===== src/rtl/euler_result_tx_pkg.sv =====
// rtl/euler_result_tx_pkg.sv - shared types and constants for the Euler result transmitter
package euler_result_tx_pkg;

    typedef enum logic [1:0] {
        ST_IDLE = 2'd0,
        ST_CONV = 2'd1,
        ST_SEND = 2'd2,
        ST_TERM = 2'd3
    } state_t;

    localparam logic [7:0] ASCII_ZERO = 8'h30;
    localparam logic [7:0] ASCII_NL   = 8'h0A;

    // ceil(width * log10(2)) using 30103/100000 as the integer approximation of log10(2)
    function automatic int digits_for(input int width);
        return (width * 30103 + 99999) / 100000;
    endfunction

endpackage


===== src/rtl/euler_result_tx_if.sv =====
// rtl/euler_result_tx_if.sv - valid/ready byte stream carrying ASCII digits to the sink
interface euler_result_tx_if;

    logic [7:0] tx_data;
    logic       tx_valid;
    logic       tx_ready;

    modport master (
        output tx_data,
        output tx_valid,
        input  tx_ready
    );

    modport slave (
        input  tx_data,
        input  tx_valid,
        output tx_ready
    );

endinterface


===== src/rtl/euler_result_tx_bin2bcd_seq.sv =====
// rtl/euler_result_tx_bin2bcd_seq.sv - sequential double-dabble, one bit per clock
module bin2bcd_seq #(
    parameter int DATA_W = 24,
    parameter int DIGITS = 8
) (
    input  logic                  clk,
    input  logic                  reset_n,
    input  logic                  start,
    input  logic [DATA_W-1:0]     data,
    output logic                  busy,
    output logic                  done,
    output logic [4*DIGITS-1:0]   bcd
);

    localparam int CNT_W = $clog2(DATA_W + 1);

    logic [DATA_W-1:0]   shift_q;
    logic [CNT_W-1:0]    bit_cnt;
    logic [4*DIGITS-1:0] adj;

    always_comb begin
        adj = bcd;
        for (int i = 0; i < DIGITS; i++) begin
            if (bcd[4*i +: 4] >= 4'd5) begin
                adj[4*i +: 4] = bcd[4*i +: 4] + 4'd3;
            end
        end
    end

    // The load cycle already performs the first step: with BCD cleared no nibble
    // needs correction, so the MSB goes straight into digit 0.
    always_ff @(posedge clk or negedge reset_n) begin
        if (!reset_n) begin
            shift_q <= '0;
            bcd     <= '0;
            bit_cnt <= '0;
            busy    <= 1'b0;
            done    <= 1'b0;
        end else begin
            done <= 1'b0;
            if (start) begin
                shift_q <= {data[DATA_W-2:0], 1'b0};
                bcd     <= {{(4*DIGITS-1){1'b0}}, data[DATA_W-1]};
                bit_cnt <= CNT_W'(1);
                busy    <= 1'b1;
            end else if (busy) begin
                bcd     <= {adj[4*DIGITS-2:0], shift_q[DATA_W-1]};
                shift_q <= {shift_q[DATA_W-2:0], 1'b0};
                bit_cnt <= bit_cnt + CNT_W'(1);
                if (bit_cnt == CNT_W'(DATA_W - 1)) begin
                    busy <= 1'b0;
                    done <= 1'b1;
                end
            end
        end
    end

endmodule


===== src/rtl/euler_result_tx.sv =====
// rtl/euler_result_tx.sv - captures a solver result and streams it as ASCII decimal plus newline
module euler_result_tx
    import euler_result_tx_pkg::*;
#(
    parameter int         DATA_W  = 24,
    parameter int         DIGITS  = 8,
    parameter logic [7:0] NEWLINE = ASCII_NL
) (
    input  logic               clk,
    input  logic               reset_n,
    input  logic               results_valid,
    input  logic [DATA_W-1:0]  results,
    output logic               busy,
    output logic               done,
    euler_result_tx_if.master  tx
);

    localparam int BCD_DIGITS = (DIGITS >= digits_for(DATA_W)) ? DIGITS : digits_for(DATA_W);
    localparam int PTR_W      = (BCD_DIGITS > 1) ? $clog2(BCD_DIGITS) : 1;

    state_t                  state_q, state_d;
    logic                    vld_q;
    logic [PTR_W-1:0]        ptr_q, ptr_d, top_ptr;
    logic [7:0]              tx_data_q, tx_data_d;
    logic                    tx_valid_q, tx_valid_d;
    logic                    busy_q, busy_d;
    logic                    done_q, done_d;
    logic                    conv_start, conv_busy, conv_done;
    logic [4*BCD_DIGITS-1:0] bcd;
    logic                    trigger, xfer;

    function automatic logic [7:0] digit_char(input logic [4*BCD_DIGITS-1:0] v,
                                              input logic [PTR_W-1:0]        idx);
        return ASCII_ZERO + {4'h0, v[{idx, 2'b00} +: 4]};
    endfunction

    bin2bcd_seq #(
        .DATA_W (DATA_W),
        .DIGITS (BCD_DIGITS)
    ) u_bin2bcd (
        .clk     (clk),
        .reset_n (reset_n),
        .start   (conv_start),
        .data    (results),
        .busy    (conv_busy),
        .done    (conv_done),
        .bcd     (bcd)
    );

    assign trigger = results_valid & ~vld_q & (state_q == ST_IDLE);
    assign xfer    = tx_valid_q & tx.tx_ready;

    // Leading-zero suppression: start from the most significant nonzero digit
    always_comb begin
        top_ptr = '0;
        for (int i = 0; i < BCD_DIGITS; i++) begin
            if (bcd[4*i +: 4] != 4'd0) begin
                top_ptr = PTR_W'(i);
            end
        end
    end

    always_comb begin
        state_d    = state_q;
        ptr_d      = ptr_q;
        tx_data_d  = tx_data_q;
        tx_valid_d = tx_valid_q;
        busy_d     = busy_q;
        done_d     = 1'b0;
        conv_start = 1'b0;
        case (state_q)
            ST_IDLE: begin
                if (trigger) begin
                    conv_start = 1'b1;
                    busy_d     = 1'b1;
                    state_d    = ST_CONV;
                end
            end
            ST_CONV: begin
                if (conv_done && !conv_busy) begin
                    ptr_d      = top_ptr;
                    tx_data_d  = digit_char(bcd, top_ptr);
                    tx_valid_d = 1'b1;
                    state_d    = ST_SEND;
                end
            end
            ST_SEND: begin
                if (xfer) begin
                    if (ptr_q == '0) begin
                        tx_data_d = NEWLINE;
                        state_d   = ST_TERM;
                    end else begin
                        ptr_d     = ptr_q - PTR_W'(1);
                        tx_data_d = digit_char(bcd, ptr_q - PTR_W'(1));
                    end
                end
            end
            ST_TERM: begin
                if (xfer) begin
                    tx_valid_d = 1'b0;
                    tx_data_d  = 8'h00;
                    busy_d     = 1'b0;
                    done_d     = 1'b1;
                    state_d    = ST_IDLE;
                end
            end
            default: state_d = ST_IDLE;
        endcase
    end

    always_ff @(posedge clk or negedge reset_n) begin
        if (!reset_n) begin
            state_q    <= ST_IDLE;
            vld_q      <= 1'b0;
            ptr_q      <= '0;
            tx_data_q  <= 8'h00;
            tx_valid_q <= 1'b0;
            busy_q     <= 1'b0;
            done_q     <= 1'b0;
        end else begin
            state_q    <= state_d;
            vld_q      <= results_valid;
            ptr_q      <= ptr_d;
            tx_data_q  <= tx_data_d;
            tx_valid_q <= tx_valid_d;
            busy_q     <= busy_d;
            done_q     <= done_d;
        end
    end

    assign tx.tx_data  = tx_data_q;
    assign tx.tx_valid = tx_valid_q;
    assign busy        = busy_q;
    assign done        = done_q;

endmodule


===== src/flat_wrapper.sv =====
// flat-port wrapper written by rule: the top's interface ports become plain ports
module euler_result_tx_flat import euler_result_tx_pkg::*;
#(
    parameter int         DATA_W  = 24,
    parameter int         DIGITS  = 8,
    parameter logic [7:0] NEWLINE = ASCII_NL
)
  (clk, reset_n, results_valid, results, busy, done, tx_tx_data, tx_tx_valid, tx_tx_ready);
  euler_result_tx_if tx_i ();
  input  logic clk;
  input  logic reset_n;
  input  logic results_valid;
  input  logic [DATA_W-1:0] results;
  output logic busy;
  output logic done;
  output wire logic [$bits(tx_i.tx_data)-1:0] tx_tx_data;
  output wire logic [$bits(tx_i.tx_valid)-1:0] tx_tx_valid;
  input wire logic [$bits(tx_i.tx_ready)-1:0] tx_tx_ready;
  assign tx_tx_data = tx_i.tx_data;
  assign tx_tx_valid = tx_i.tx_valid;
  assign tx_i.tx_ready = tx_tx_ready;
  euler_result_tx #(.DATA_W(DATA_W), .DIGITS(DIGITS), .NEWLINE(NEWLINE)) u_core (.clk(clk), .reset_n(reset_n), .results_valid(results_valid), .results(results), .busy(busy), .done(done), .tx(tx_i));
endmodule

===== config.mk =====
export PLATFORM = sky130hd
export DESIGN_NAME = euler_result_tx_flat
export DESIGN_NICKNAME = d
export VERILOG_FILES = /design/src/rtl/euler_result_tx_pkg.sv /design/src/rtl/euler_result_tx_if.sv /design/src/rtl/euler_result_tx_bin2bcd_seq.sv /design/src/rtl/euler_result_tx.sv /design/src/flat_wrapper.sv
export SDC_FILE = /design/constraint.sdc
export NUM_CORES = 1
export LEC_CHECK = 0
export ABC_AREA = 1
export BUFFER_PORTS_ARGS = -buffer_cell sky130_fd_sc_hd__buf_2
export CAP_MARGIN = 20
export CORE_MARGIN = 1.5
export CORE_UTILIZATION = 28
export DETAILED_ROUTE_END_ITERATION = 8
export HOLD_SLACK_MARGIN = 0.05
export PLACE_DENSITY = 0.53
export SLEW_MARGIN = 15
export SYNTH_ARGS = -nofsm -noshare
export SYNTH_HDL_FRONTEND = slang
export SYNTH_SLANG_ARGS = --single-unit
export TNS_END_PERCENT = 50

===== constraint.sdc =====
create_clock -name clk -period 2.8 [get_ports clk]
set_input_delay 0.28 -clock clk [delete_from_list [all_inputs] [get_ports clk]]
set_output_delay 0.28 -clock clk [all_outputs]
set_load 0.01 [all_outputs]

# Word-level counts from Yosys, hierarchy flattened
# Index checks and enable logic that the tools add are counted.
# W data, S select, Z words.
dict set report word_totals {
  reg_bits 80
  out_inout_bits 11
}
dict set report classes {
  addsub 12
  order_cmp 8
  n_eq_ne 10
  n_shift 2
  n_mux 51
  bitwise_logic 4
  n_reduce_logical 21
}
# operator n
set op_table {}
lappend op_table {{$mux W32} 2}
lappend op_table {{$shiftx A32 B6 Y4} 2}
lappend op_table {{$mux W24} 2}
lappend op_table {{$ge A4 B3 Y1 const B} 8}
lappend op_table {{$mux W8} 4}
lappend op_table {{$mux W3} 10}
lappend op_table {{$add A4 B2 Y4 const B} 7}
lappend op_table {{$mux W4} 7}
lappend op_table {{$reduce_bool A4 Y1} 7}
lappend op_table {{$pmux W8 S3} 1}
lappend op_table {{$add A6 B4 Y7 const A} 2}
lappend op_table {{$mux W1} 14}
lappend op_table {{$mux W2} 5}
lappend op_table {{$mux W5} 2}
lappend op_table {{$ne A2 B1 Y1 const B} 5}
lappend op_table {{$pmux W2 S4} 1}
lappend op_table {{$reduce_and A4 Y1} 2}
lappend op_table {{$reduce_bool A2 Y1} 4}
lappend op_table {{$pmux W3 S2} 1}
lappend op_table {{$reduce_and A3 Y1} 2}
lappend op_table {{$add A5 B1 Y5 const B} 1}
lappend op_table {{$eq A5 B5 Y1 const B} 1}
lappend op_table {{$reduce_and A5 Y1} 1}
lappend op_table {{$eq A2 B2 Y1 const B} 2}
lappend op_table {{12 further kinds} 15}

# Longest topological paths before layout
# Gate-level depths: netlist of the first run.
dict set report depth {
  ltp_word 12
  ltp_mapped 16
  mapped_depth_nobuf 15
}

# Cells and area by module
# From an unflattened synthesis of the first run, not the netlist that was laid out.
dict set report unflattened {
  cells_unflattened 672
  area_unflattened_um2 4938.5
}
# module instances cells_per_inst area_per_inst_um2
set modules_own_cells {}
lappend modules_own_cells {bin2bcd_seq 1 402 3310.7}
lappend modules_own_cells {euler_result_tx 1 270 1627.8}

# Worst setup path after synthesis of the first run
# No wires, ideal clock.
dict set report synth_timing {
  path_kind {reg-to-reg}
  start {register u_core.ptr_q[0]}
  end {register u_core.tx_data_q[3] (netlist: u_core.tx.tx_data[3])}
  setup_ns 0.128
  arrival_ns 1.894
  required_time_ns 2.672
  setup_slack_ns 0.779
  stages_incl_launch_ff 13
  path_buffers 2
  path_cell_list {dfrtp_1 inv_1 clkbuf_1 ha_1 buf_2 inv_1 a21oi_1 o21ai_0 nand2_1 nand2_1 a21oi_1 a311oi_1 a21oi_1}
}
dict set report synth_via {
  elab_chain_cells 6
}
# item line
set synth_lines {}
lappend synth_lines {{from (decl)} euler_result_tx.sv:23} ;# logic [PTR_W-1:0] ptr_q, ptr_d, top_ptr;
lappend synth_lines {{from (signal assigned)} euler_result_tx.sv:123} ;# ptr_q <= ptr_d;
lappend synth_lines {{$sub A3 B1 Y3} euler_result_tx.sv:94} ;# tx_data_d = digit_char(bcd, ptr_q - PTR_W'(1));
lappend synth_lines {{$shiftx A32 B6 Y4} euler_result_tx.sv:34} ;# return ASCII_ZERO + {4'h0, v[{idx, 2'b00} +: 4]};
lappend synth_lines {{$add A6 B4 Y7} euler_result_tx.sv:34}
lappend synth_lines {{$mux W8 *} euler_result_tx.sv:89} ;# if (ptr_q == '0) begin
lappend synth_lines {{$mux W8 *} euler_result_tx.sv:88} ;# if (xfer) begin
lappend synth_lines {{$pmux W8 S3 *} euler_result_tx.sv:71} ;# case (state_q)
lappend synth_lines {{to (signal assigned)} euler_result_tx.sv:124} ;# tx_data_q <= tx_data_d;
lappend synth_lines {{to (decl)} euler_result_tx.sv:24} ;# logic [7:0] tx_data_q, tx_data_d;
# Mark *: on every way between the ends. The rest lies on a longest branch, timed or not. The select of a mux whose other input is x is not followed.
# A chain may end at the register's enable or synchronous reset.

# Final worst setup path of the first run
dict set report layout_timing {
  start {register u_core.u_bin2bcd.bcd[28]}
  end {register u_core.tx_data_q[2] (netlist: u_core.tx.tx_data[2])}
}
dict set report layout_via {
  elab_chain_cells 6
}
# item line
set layout_lines {}
lappend layout_lines {{from (decl)} euler_result_tx_bin2bcd_seq.sv:12} ;# output logic [4*DIGITS-1:0] bcd
lappend layout_lines {{from (signal assigned)} euler_result_tx_bin2bcd_seq.sv:43} ;# bcd <= {{(4*DIGITS-1){1'b0}}, data[DATA_W-1]};
lappend layout_lines {{from (signal assigned)} euler_result_tx_bin2bcd_seq.sv:47} ;# bcd <= {adj[4*DIGITS-2:0], shift_q[DATA_W-1]};
lappend layout_lines {{$reduce_bool A4 Y1} euler_result_tx.sv:57} ;# if (bcd[4*i +: 4] != 4'd0) begin
lappend layout_lines {{$mux W3} euler_result_tx.sv:57}
lappend layout_lines {{$shiftx A32 B6 Y4} euler_result_tx.sv:34}
lappend layout_lines {{$add A6 B4 Y7} euler_result_tx.sv:34}
lappend layout_lines {{$mux W8} euler_result_tx.sv:80} ;# if (conv_done && !conv_busy) begin
lappend layout_lines {{$pmux W8 S3 *} euler_result_tx.sv:71}
# Marked as above.

==> out/results.ini, run 1 <==
[worst_hold_path]
whs_endpoint = u_core.vld_q
hold_path.class = input pin to register
min-delay-start = results_valid
hold_depth = 1

[timing]
rsz0062_at_grt = no
period_share_pct = 80.1
slew_headroom_pct = 63.6
setup_viol = 0
slew_violations = 0
max_freq_mhz = 446
fin_tns_setup_ns = 0
skew_ns = 0.0100
finalHoldViolations = 0
tightest_slew_ns = 0.544
period_minus_slack_ns = 2.24
hold_slack_ns = 0.0643

[logic_synthesis]
avgSynthCellArea_sq_um = 7.68
ys_seq_area_share_pct = 41.2
ys_ff_latch = 76
synthCells = 600
syn-cell-area_sq_mm = 0.00461
ys_warn_count = 0
synth.distinct_cells = 41

[finish]
nNetsFinal = 686
layout-drive-gt1-share_pct = 13.5
nFillCells = 1747
design_area_sq_mm = 0.00538
layout_commonest_cell = nand2_1
antenna_cells = 0
final_cell_mix = nand2_1, inv_1, o21ai_0, dfrtp_1, nand3_1
instances_no_fill = 855
area_growth_pct = 16.7

[drt]
ant_nets = 0
routedWlPerCell_um = 13.6
vias_per_cell = 4.86
via_count = 4155
drt_iter0_drc = 226
firstDrtPassIters = 4
wl_um = 11600
route.detailed.drc = 0

[critical_path]
reg2reg_to = u_core.tx.tx_data[2]
worstSetupStartpointType = register
reg2reg_depth = 11
worstPathRequired_ns = 3.03
r2r-start = u_core.u_bin2bcd.bcd[28]
cp-end-kind = register
cp.arrival_ns = 2.47
path_max_fanout = 16
r2r_setup_slack_ns = 0.56
crit_type = register to register

[floorplan]
die_h_um = 131
rows = 46
start_util_pct = 28.8
dieArea_sq_mm = 0.0172
ioPinCount = 39
die_w_um = 131
design.core.area_sq_mm = 0.0160

[clock_network]
htree_levels = 3
cts_made_buffers = 9
postCtsSetupBuffers = 0
clockRootBuffer = clkbuf_16
numClockSinks = 76
hold_buffers = 0
insertion_delay_ns = 0.35
path_clk_slew_ns = 0.06
ctsResizeCount = 0
tritoncts = done
clock_path_buffers = 2

[placement]
placed_cells = 837
gp_congestion = 0.825
port_buffers = 36
post-dp-hpwl_um = 8420
dpl-instance-area_sq_mm = 0.00501

[global_route]
antenna_found_initial = 0
grt_pass1_vias = 4067
grt_pass1_wl_um = 19500
grt.total_usage_pct = 13.9
grt_start_max_net_pins = 77
grt.overflow.total = 0

[power_and_ir_drop]
seqPwrFrac_pct = 28.0
power_density_mw_per_mm2 = 1330
switching_share_pct = 47.1
p_leak_nw = 2.53
intPower_mw = 3.78
pwr-share-comb_pct = 53.7
ir_worst_vdd_v = 0.000563
power_switching_mw = 3.36
clockPowerShare_pct = 18.3

[run_status]
outcome = completed

[flow_run]
maxCapViolations = 0

-- state kept, by name, summed over array words and instances, names as in the netlist --
name / cells
u_core.done: 1
u_core.tx.tx_data: 5
u_core.u_bin2bcd.shift_q: 23
u_core.tx.tx_valid: 1
u_core.u_bin2bcd.busy: 1
u_core.u_bin2bcd.done: 1
u_core.busy: 1
u_core.u_bin2bcd.bcd: 32
u_core.vld_q: 1
u_core.u_bin2bcd.bit_cnt: 5
u_core.ptr_q: 3
u_core.state_q: 2
-- worst max path at each step --
| stage | from | cells after the start | slack (ns) | to |
|---|---|---|---|---|
| CTS | u_core.u_bin2bcd.bcd[28] | 11 | 0.58 | u_core.tx.tx_data[0] |
| finish | u_core.u_bin2bcd.bcd[28] | 11 | 0.56 | u_core.tx.tx_data[2] |
| global placement | u_core.u_bin2bcd.bcd[28] | 11 | 0.62 | u_core.tx.tx_data[2] |
| floorplan | u_core.ptr_q[0] | 12 | 0.78 | u_core.tx.tx_data[3] |
| detailed placement | u_core.u_bin2bcd.bcd[28] | 11 | 0.59 | u_core.tx.tx_data[0] |
| global route | u_core.u_bin2bcd.bcd[28] | 11 | 0.37 | u_core.tx.tx_data[2] |
-- cells in the mapped netlist, drive strengths merged --
master	number	area share [%]
o221ai	9	1.7
xor2	1	0.19
a22oi	1	0.16
o21ai	77	8.4
o211ai	14	2.3
a311oi	2	0.38
buf	9	1.3
o22ai	13	1.8
a31oi	1	0.14
xnor2	2	0.38
dfrtp	76	41
a22o	1	0.19
nor4	1	0.14
nand2	121	10
nand3	53	5.8
a32o	1	0.22
ha	24	6.5
inv	87	7.1
or2	3	0.41
nor2	36	3.5
a21oi	36	4.0
clkbuf	14	1.1
o32ai	1	0.19
conb	1	0.081
o31ai	5	0.81
clkinv	2	0.19
nor3	7	1.3
nand4	2	0.27
-- layer usage --
metal	up-vias	track usage, %	wire, um
li1	2077	-	-
met1	1981	18.0	5470
met2	82	23.0	5480
met3	15	2.51	418
met4	0	5.37	232
met5	-	0	0
-- worst max-delay path, stage by stage, from the launching register on --
cell      delay [ns]
dfrtp_1         0.42
inv_1           0.14
ha_1            0.18
nand2_1         0.11
nor2_4          0.34
nand2_2         0.14
nor2_4          0.24
clkinv_2        0.17
nand3_1         0.12
nand3_1         0.08
nand3_1         0.12
a21oi_2         0.06
-- power groups by stage --
stage	Sequential (mW)	Clock, mW	Combinational, mW
3_5_place_dp	2.01	0	3.84
4_1_cts	1.99	1.33	3.86
3_3_place_gp	2.00	0	3.77
6_report	2.00	1.31	3.84
2_1_floorplan	1.95	0	2.86
5_1_grt	2.07	1.38	4.40
-- logic make-up (layout without fill, tap and decap cells) --
group	count (synthesis)	after routing	share of synthesized area (%)
buf+inv	112	150	9.69
other cells	1	2	0.0813
xor+xnor	3	3	0.570
flops	76	76	41.2
compound gates	161	161	20.2
simple gates	223	223	21.7
fa+ha+maj	24	24	6.51
-- through the flow --
stage	util, %	setup WS, ns	total power, mW
3_5_place_dp	31.3	0.592	5.85
5_1_grt	33.6	0.371	7.85
2_1_floorplan	-	0.779	4.81
3_3_place_gp	31.3	0.622	5.77
4_1_cts	33.4	0.578	7.18
6_report	33.6	0.557	7.14
-- cell type report --
class | instances | area [sq um] | area share [%]
clock buffers | 11 | 253 | 4.70
clock inverters | 5 | 83.8 | 1.56
inverters | 89 | 335 | 6.23
multi-input cells | 413 | 2270 | 42.1
flip-flops and latches | 76 | 1900 | 35.3
well taps | 216 | 270 | 5.02
repair buffers | 45 | 273 | 5.07
No activity file was read; power rests on OpenSTA's default activity.
==> inputs of run 2 (changes only) <==
Settings changed: ABC_AREA 1 to 0, PLACE_DENSITY 0.53 to 0.55.
Clock period 2.8 ns to 1.9 ns, I/O delays scaled along.
==> run 2 against run 1 <==
The flow now finishes with violations (setup timing). Synthesized area is 4.6% higher. Wire length is 9.1% higher. Clock power is 35% higher. Utilization is 5.5 points higher. Register-to-register slack worse by 0.75 ns. Critical path depth is 2 lower. Largest power group unchanged.
==> out/results.ini, run 2 <==
[run_status]
outcome = finished with violations  ; was completed
violations = setup timing

[floorplan]
design.core.area_sq_mm = 0.0167  ; was 0.0160 sq mm
die_h_um = 134  ; was 131 um
start_util_pct = 28.9  ; was 28.8%
ioPinCount = 39  ; unchanged
die_w_um = 134  ; was 131 um
rows = 47  ; was 46
dieArea_sq_mm = 0.0180  ; was 0.0172 sq mm

[logic_synthesis]
synthArstFlopShare_pct = 100  ; unchanged
synth_common_cells = dfrtp_1, nand2_1, o21ai_0  ; was nand2_1, inv_1, dfrtp_1, o21ai_0, nand3_1
ys_ff_latch = 76  ; unchanged
synthCells = 531  ; was 600
synth_top_family_by_area = simple AND/OR/NAND/NOR gates  ; unchanged
synthMuxAreaShare_pct = 12.0  ; was 0%
synth_top_area_share_pct = 39.4  ; was 41.2%
synth_edf_count = 0  ; unchanged
yosys-top-cells-area = dfrtp_1, mux2i_1, ha_1  ; was dfrtp_1, nand2_1, o21ai_0
ys.flop_type = dfrtp_1  ; unchanged
ys_seq_area_share_pct = 39.4  ; was 41.2%
synth_xor_area_share_pct = 2.36  ; was 0.570%
synth.largest_area_cell = dfrtp_1  ; unchanged
yosys.area_share.adder_pct = 6.23  ; was 6.51%
synth_compound_area_share_pct = 17.2  ; was 20.2%
avgSynthCellArea_sq_um = 9.08  ; was 7.68 sq um
yosys.area_share.simple_pct = 17.5  ; was 21.7%
syn-cell-area_sq_mm = 0.00482  ; was 0.00461 sq mm
ys_warn_count = 0  ; unchanged
synth.most_common_cell = dfrtp_1  ; was nand2_1
synth.distinct_cells = 51  ; was 41

[power_and_ir_drop]
power_density_mw_per_mm2 = 1820  ; was 1330 mW/mm^2
p_leak_nw = 3.07  ; was 2.53 nW
ir_worst_vdd_v = 0.000739  ; was 0.000563 V
total_power_mw = 11.9  ; was 7.14 mW

[finish]
largest_reg_flops = 32  ; unchanged
instances_no_fill = 884  ; was 855
layout-drive-gt1-share_pct = 29.5  ; was 13.5%
largest_register = u_core.u_bin2bcd.bcd  ; unchanged
nFillCells = 1679  ; was 1747
nNetsFinal = 711  ; was 686
layout_commonest_cell = buf_4  ; was nand2_1
final_cell_mix = buf_4, dfrtp_1, nand2_1  ; was nand2_1, inv_1, o21ai_0, dfrtp_1, nand3_1
antenna_cells = 0  ; unchanged
largestRegisters = u_core.u_bin2bcd.bcd x32, u_core.u_bin2bcd.shift_q x23  ; unchanged
area_growth_pct = 35.6  ; was 16.7%

[drt]
wl_um = 12700  ; was 11600 um
routedWlPerCell_um = 14.3  ; was 13.6 um
vias_per_cell = 4.83  ; was 4.86
route.detailed.drc = 0  ; unchanged
firstDrtPassIters = 4  ; unchanged
ant_nets = 0  ; unchanged
drt_iter0_drc = 217  ; was 226
via_count = 4269  ; was 4155

[timing]
hold_slack_ns = 0.0576  ; was 0.0643 ns
slew_violations = 0  ; unchanged
slew_headroom_pct = 43.0  ; was 63.6%
setup_viol = 4  ; was 0
finalHoldViolations = 0  ; unchanged
period_minus_slack_ns = 2.10  ; was 2.24 ns
tightest_slew_ns = 0.855  ; was 0.544 ns
max_freq_mhz = 477  ; was 446 MHz
fin_ws_ns = -0.196  ; was 0.557 ns
rsz0062_at_grt = yes  ; was no
skew_ns = 0.0117  ; was 0.0100 ns
period_share_pct = 110  ; was 80.1%

[clock_network]
path_clk_slew_ns = 0.06  ; about the same
clockRootBuffer = clkbuf_16  ; unchanged
cts_made_buffers = 9  ; unchanged
clock_path_buffers = 2  ; unchanged
htree_levels = 3  ; unchanged
insertion_delay_ns = 0.35  ; about the same
tritoncts = done  ; unchanged
numClockSinks = 76  ; unchanged

[critical_path]
crit_type = register to register  ; unchanged
path_max_fanout = 6  ; was 16
worstSetupStartpointType = register  ; unchanged
worstPathRequired_ns = 2.15  ; was 3.03 ns
cp-end-kind = register  ; unchanged
cp.arrival_ns = 2.34  ; was 2.47 ns

[placement]
pre_cts_ws_ns = -0.233  ; was 0.592 ns
post-dp-hpwl_um = 9220  ; was 8420 um
placed_cells = 840  ; was 837
gp_congestion = 0.883  ; was 0.825
port_buffers = 36  ; unchanged

[global_route]
grt.total_usage_pct = 15.1  ; was 13.9%
gr-usage-met2_pct = 25.5  ; was 23.0%
grt_pass1_wl_um = 21500  ; was 19500 um
grt.overflow.total = 0  ; unchanged
grt-busiest-layer = met2  ; unchanged
grt_pass1_vias = 4347  ; was 4067
grt_start_max_net_pins = 66  ; was 77
grt_use_met3_pct = 2.87  ; was 2.51%
gr-usage-met1_pct = 19.2  ; was 18.0%
antenna_found_initial = 0  ; unchanged

[flow_run]
maxCapViolations = 0  ; unchanged

[worst_hold_path]
hold_path.class = input pin to register  ; unchanged

run 2: cells by family (layout without fill, tap and decap cells):
kind of cell    count (synthesis)  count (layout)
xor+xnor                       13              13
flops                          76              76
other cells                     1               2
mux                            48              48
simple gates                  174             175
compound gates                136             136
fa+ha+maj                      24              24
buf+inv                        59             190
run 2: routing by layer:
layer / routed length, um / vias to the layer above
met5: 0 / -
met4: 204 / 0
met3: 595 / 12
met2: 6130 / 79
met1: 5730 / 2062
li1: - / 2116
run 2: layout make-up:
cell class | instances | area (sq um) | share of cell area, %
clock inverters | 5 | 62.6 | 0.956
flip-flops and latches | 76 | 1900 | 29.1
repair buffers | 145 | 1130 | 17.3
clock buffers | 11 | 243 | 3.71
multi-input cells | 398 | 2820 | 43.1
inverters | 29 | 109 | 1.66
well taps | 220 | 275 | 4.21
run 2: worst max-delay path, stage by stage, from the launching register on:
cell	delay, ns
dfrtp_1	0.40
inv_2	0.09
ha_4	0.13
nor3b_4	0.29
o41ai_4	0.18
or2_4	0.31
buf_6	0.13
o21ai_2	0.14
o21ai_2	0.07
o31ai_2	0.25
run 2: final timing paths:
path	startpoint	end	slack, ns	cells after the start
min in group asynchronous	reset_n	u_core.tx.tx_data[0]	0.32	2
worst min-delay path	results[7]	u_core.u_bin2bcd.shift_q[8]	0.06	3
max in group asynchronous	reset_n	u_core.u_bin2bcd.bcd[13]	0.99	3
worst max-delay path	u_core.u_bin2bcd.bcd[25]	u_core.tx.tx_data[1]	-0.20	9
worst max register to register	u_core.u_bin2bcd.bcd[25]	u_core.tx.tx_data[1]	-0.20	9
worst min register to register	u_core.ptr_q[1]	u_core.ptr_q[1]	0.49	2
run 2: stage by stage:
| stage | util [%] | cell area [sq um] | TNS, ns |
|---|---|---|---|
| 5_1_grt | 39.2 | 6540 | -1.05 |
| 3_3_place_gp | 35.0 | 5850 | -0.736 |
| 4_1_cts | 38.5 | 6430 | -0.730 |
| 3_5_place_dp | 35.0 | 5850 | -0.865 |
| 2_1_floorplan | - | 4850 | -0.617 |
| 6_report | 39.2 | 6540 | -0.604 |
run 2: report_power, final:
| part | switching [mW] | total, mW | internal [mW] |
|---|---|---|---|
| registers | 0.520 | 2.86 | 2.34 |
| clock network | 0.717 | 1.77 | 1.06 |
| logic | 3.67 | 7.26 | 3.59 |
run 2: repair_timing:
item	CTS	global route
endpoints found under the setup margin	6	7
cloned	1	0
resized for setup	12	22
hold buffers	19	0
endpoints found under the hold margin	44	0
setup buffers	5	4
pin swaps	10	14
